## src/rtl/cordic_ci_master.sv

```systemverilog
// Purpose: issues streamed fp32 operands to the multicycle CORDIC custom instruction and returns results.
// Latency: 11 cycles accept-to-result nominally; a timeout abort returns an error result after TIMEOUT+3.
// Backpressure: one operation in flight; in_ready only in IDLE, result held in HOLD until out_ready.
module cordic_ci_master #(
  parameter int TIMEOUT = 31,
  parameter int CNT_W   = 16
) (
  input  logic             clock,
  input  logic             aclr,
  input  logic             in_valid,
  output logic             in_ready,
  input  logic [31:0]      in_data,
  output logic             ci_clk_en,
  output logic             ci_aclr,
  output logic             ci_start,
  output logic [31:0]      ci_dataa,
  input  logic [31:0]      ci_result,
  input  logic             ci_done,
  output logic             out_valid,
  input  logic             out_ready,
  output logic [31:0]      out_data,
  output logic             out_err,
  output logic [CNT_W-1:0] op_count
);

  localparam int WCW = $clog2(TIMEOUT);
  localparam logic [WCW-1:0] WAIT_LAST = WCW'(TIMEOUT - 1);

  typedef enum logic [2:0] {
    S_IDLE,
    S_START,
    S_WAIT,
    S_HOLD,
    S_ABORT
  } state_t;

  state_t           state_q, state_d;
  logic [31:0]      dataa_q, dataa_d;
  logic [WCW-1:0]   wcnt_q, wcnt_d;
  logic [31:0]      out_data_q, out_data_d;
  logic             out_err_q, out_err_d;
  logic [CNT_W-1:0] op_count_q, op_count_d;

  // Next-state and datapath updates; done is only honoured in WAIT and beats the timeout.
  always_comb begin
    state_d    = state_q;
    dataa_d    = dataa_q;
    wcnt_d     = wcnt_q;
    out_data_d = out_data_q;
    out_err_d  = out_err_q;
    op_count_d = op_count_q;
    case (state_q)
      S_IDLE: begin
        if (in_valid) begin
          dataa_d = in_data;
          state_d = S_START;
        end
      end
      S_START: begin
        wcnt_d  = '0;
        state_d = S_WAIT;
      end
      S_WAIT: begin
        wcnt_d = wcnt_q + WCW'(1);
        if (ci_done) begin
          out_data_d = ci_result;
          out_err_d  = 1'b0;
          if (op_count_q != {CNT_W{1'b1}}) begin
            op_count_d = op_count_q + CNT_W'(1);
          end
          state_d = S_HOLD;
        end else if (wcnt_q == WAIT_LAST) begin
          out_data_d = '0;
          out_err_d  = 1'b1;
          state_d    = S_ABORT;
        end
      end
      S_ABORT: begin
        state_d = S_HOLD;
      end
      S_HOLD: begin
        if (out_ready) begin
          state_d = S_IDLE;
        end
      end
      default: begin
        state_d = S_IDLE;
      end
    endcase
  end

  // State and datapath registers; reset discards any in-flight operation.
  always_ff @(posedge clock) begin
    if (aclr) begin
      state_q    <= S_IDLE;
      dataa_q    <= '0;
      wcnt_q     <= '0;
      out_data_q <= '0;
      out_err_q  <= 1'b0;
      op_count_q <= '0;
    end else begin
      state_q    <= state_d;
      dataa_q    <= dataa_d;
      wcnt_q     <= wcnt_d;
      out_data_q <= out_data_d;
      out_err_q  <= out_err_d;
      op_count_q <= op_count_d;
    end
  end

  // Responder enable only while it should be iterating, so it cannot raise done elsewhere.
  always_comb begin
    in_ready  = (state_q == S_IDLE) && !aclr;
    ci_start  = (state_q == S_START);
    ci_clk_en = (state_q == S_START) || (state_q == S_WAIT);
    ci_aclr   = aclr || (state_q == S_ABORT);
    out_valid = (state_q == S_HOLD);
  end

  assign ci_dataa = dataa_q;
  assign out_data = out_data_q;
  assign out_err  = out_err_q;
  assign op_count = op_count_q;

endmodule

```

## config.mk

```make
export PLATFORM = sky130hd
export DESIGN_NAME = cordic_ci_master
export DESIGN_NICKNAME = d
export VERILOG_FILES = /design/src/rtl/cordic_ci_master.sv
export SDC_FILE = /design/constraint.sdc
export NUM_CORES = 1
export LEC_CHECK = 0
export CORE_UTILIZATION = 38
export CTS_CLUSTER_DIAMETER = 120
export CTS_CLUSTER_SIZE = 16
export DETAILED_ROUTE_END_ITERATION = 8
export PLACE_DENSITY = 0.79
export SYNTH_ARGS = -nofsm -noshare
export SYNTH_HDL_FRONTEND = slang
export SYNTH_SLANG_ARGS = --single-unit
```

## constraint.sdc

```tcl
create_clock -name clock -period 1.6 [get_ports clock]
set_input_delay 0.4 -clock clock [delete_from_list [all_inputs] [get_ports clock]]
set_output_delay 0.4 -clock clock [all_outputs]
set_load 0.05 [all_outputs]
```

==> run_results.csv <==
group,metric,value,unit
routing,routed-via-count,4153,
sta,max_clock_freq,555,MHz
routing,post-route-drc-count,0,
critical_path,regToRegEndpoint,"op_count[4]",
floorplan,fp.coreArea,8890,um2
global_routing,grt_usage,24.7,%
clock_network,clk_pin_slew,90,ps
global_routing,grt_pass1_wl,19300,um
sta,final-setup-viol-count,47,
clock_network,clk_root_buffer_cell,"clkbuf_8",
sta,skew,21.4,ps
final_layout,stdcell_count,727,
placement,dp_cells,685,
final_layout,fin_util,81.8,%
global_routing,grt_max_degree,69,
yosys,syn_avg_cell_area,8.45,um2
yosys,syn_inst,422,
yosys,yosysTopAreaCell,"dfxtp_1",
power,leakagePower,2.70,nW
critical_path,cp-end-kind,"output pin",
routing,avgViaCountPerCell,5.71,
final_layout,area_growth,104,%
floorplan,ios,155,
run_status,status,"finished with violations",
placement,port_buffers,154,
critical_path,rr_startpoint,"state_q[0]",
yosys,synth_top_area_share,50.0,%
yosys,ys_top_cells_by_count,"dfxtp_1, nand2_1, a21oi_1",
clock_network,h-tree-depth,3,
clock_network,cts.sinks,89,
critical_path,ff2ff_path_depth,6,
clock_network,cts_hold_buf,0,
yosys,ys_types,46,
yosys,synth-main-ff-cell,"dfxtp_1",
routing,routed_wl,14800,um
floorplan,rows,34,
yosys,ys_seq_area_share,50.0,%
routing,wire_per_inst,20.4,um
routing,antenna_left,0,
min_path,hold_path_class,"in -> reg",
min_path,holdPathEnd,"out_data[3]",
critical_path,worstPathMaxFanout,5,
floorplan,initial_core_util,40.1,%
critical_path,slowest_delay,350,ps
placement,gp_congestion,0.819,
final_layout,layout-drive-gt1-share,41.5,%
yosys,postSynthNetCount,494,
critical_path,critPathRequiredTime,1200,ps
critical_path,critPathArrivalTime,1400,ps
final_layout,antenna_cells,0,
critical_path,crit_type,"reg -> out",
sta,rsz0062_at_grt,"yes",
critical_path,crit_family,"buffers and inverters",
critical_path,reg2reg_slack,-150,ps
final_layout,fill_cells,425,
yosys,syn_area,3560,um2
placement,dpl.hpwl,8250,um
placement,dp_slack,-531,ps
power,power_density,872,nW/um2
critical_path,crit_chain,"buf_6 > clkinvlp_4 > buf_4 > nor2_4 > buf_12",
critical_path,cp-start-kind,"register",
clock_network,insertion_delay,370,ps
floorplan,die_h,98.9,um
global_routing,grt_pass1_vias,3898,
sta,tightest_slew,402,ps
clock_network,cts_buffers,9,
min_path,min_path_cells,2,
min_path,hp-start,"aclr",
sta,relSlewSlack,73.2,%
sta,drv_slew,0,
sta,setup_ws,-203,ps
clock_network,cts_tree,"done",
placement,place_area,6360,um2
sta,finalCritPeriodShare,113,%
critical_path,cpMaxStageDelayCell,"dfxtp_2",
yosys,ys_warn_count,0,
global_routing,antenna_found_initial,0,
yosys,synth-edff-count,0,
run,cap_violations,0,
final_layout,final_area,7280,um2
clock_network,clockBufferDepth,2,
critical_path,cp-startpoint,"state_q[0]",
run_status,violations,"negative setup slack",
routing,drt-initial-drc-count,267,
yosys,ys_ff_latch,89,
power,peakVddDrop,581,uV
yosys,async_reset_ff_share,0,%
floorplan,die_x,98.9,um
yosys,yosysMostFrequentCell,"dfxtp_1",
sta,fin_tns_setup,-3150,ps
floorplan,dieArea,9770,um2
global_routing,grt_overflow_total,0,
sta,min_period,1800,ps
critical_path,cp.buffers_inverters,4,
routing,first_pass_iters,5,
sta,finalHoldViolCount,0,
final_layout,layout.nets,686,
yosys,synthTopCellsByArea,"dfxtp_1, nand2_1, a21oi_1, a22oi_1, nor2_1",
## cell type report
| type | count | area [um2] | area share, % |
|---|---|---|---|
| Timing Repair Buffer | 213 | 3040 | 41.8 |
| Multi-Input combinational cell | 294 | 2030 | 27.9 |
| Clock buffer | 9 | 124 | 1.70 |
| Sequential cell | 89 | 1840 | 25.3 |
| Inverter | 7 | 30.0 | 0.413 |
| Clock inverter | 7 | 75.1 | 1.03 |
| Tap cell | 108 | 135 | 1.86 |
## per-stage QoR
stage,power [mW],hold WS (ps)
after floorplan,3.35,473
after CTS,6.03,368
final,6.35,379
after global placement,4.28,479
after detailed placement,4.32,486
after global routing,6.57,386
## state kept, by name, indices dropped and copies added, names as in the netlist
register and cells:
ci_dataa 32, out_data 32, op_count 16, wcnt_q 5
state_q 3, out_err 1
## placed cells by master, fill, tap and decap left out, types with 9 or more instances in the layout
master / instances
o21ai_0: 14
clkdlybuf4s50_1: 66
nor2_1: 41
buf_12: 91
dfxtp_1: 69
dfxtp_4: 14
buf_6: 9
a21oi_2: 10
nand2_1: 72
a21oi_1: 38
buf_4: 36
clkbuf_8: 9
a22oi_2: 32
## worst reg2reg max path: stages (launching register included)
cell and delay, ps:
dfxtp_2 340, buf_4 140, nand4bb_4 240, buf_6 170, or3_1 360, or3_4 340, a21oi_2 110
## cell families (layout without fill, tap and decap cells)
family	count (synthesis)	count (layout)	share of synthesized area, %
multiplexers	2	2	0.597
AND/OR/NAND/NOR	169	169	22.6
AO/OA/AOI/OAI	118	118	20.5
flip-flops	89	89	50.0
adder cells (fa/ha/maj)	3	3	1.05
XOR/XNOR	2	2	0.491
buffers and inverters	39	236	4.74
## worst max-delay path by stage
stage                        to  slack [ps]  cells after the start
finish                out_valid        -200                      5
global route          out_valid        -250                      5
CTS                    in_ready        -180                      3
detailed placement  op_count[4]        -530                      6
global placement    op_count[4]        -500                      6
floorplan              ci_start        -150                      3
## where the power goes
part	switching (mW)	total (mW)	internal (mW)
Combinational	1.13	2.24	1.10
Clock	0.890	1.63	0.738
Sequential	0.153	2.48	2.33
## what timing repair did
item	in CTS	in global routing
setup buffers	14	5
setup endpoints to repair	49	84
gates resized for setup	32	66
pin swaps	16	58
gates cloned	1	7
## routing by layer
layer	GRT usage [%]	vias to the layer above	share of wire (%)
met2	46.3	230	53
met5	0	-	0
met4	11.5	0	4.7
met3	4.61	64	5.9
li1	-	1870	-
met1	26.8	1989	36
Note: power is estimated with default switching activity, not from simulation.
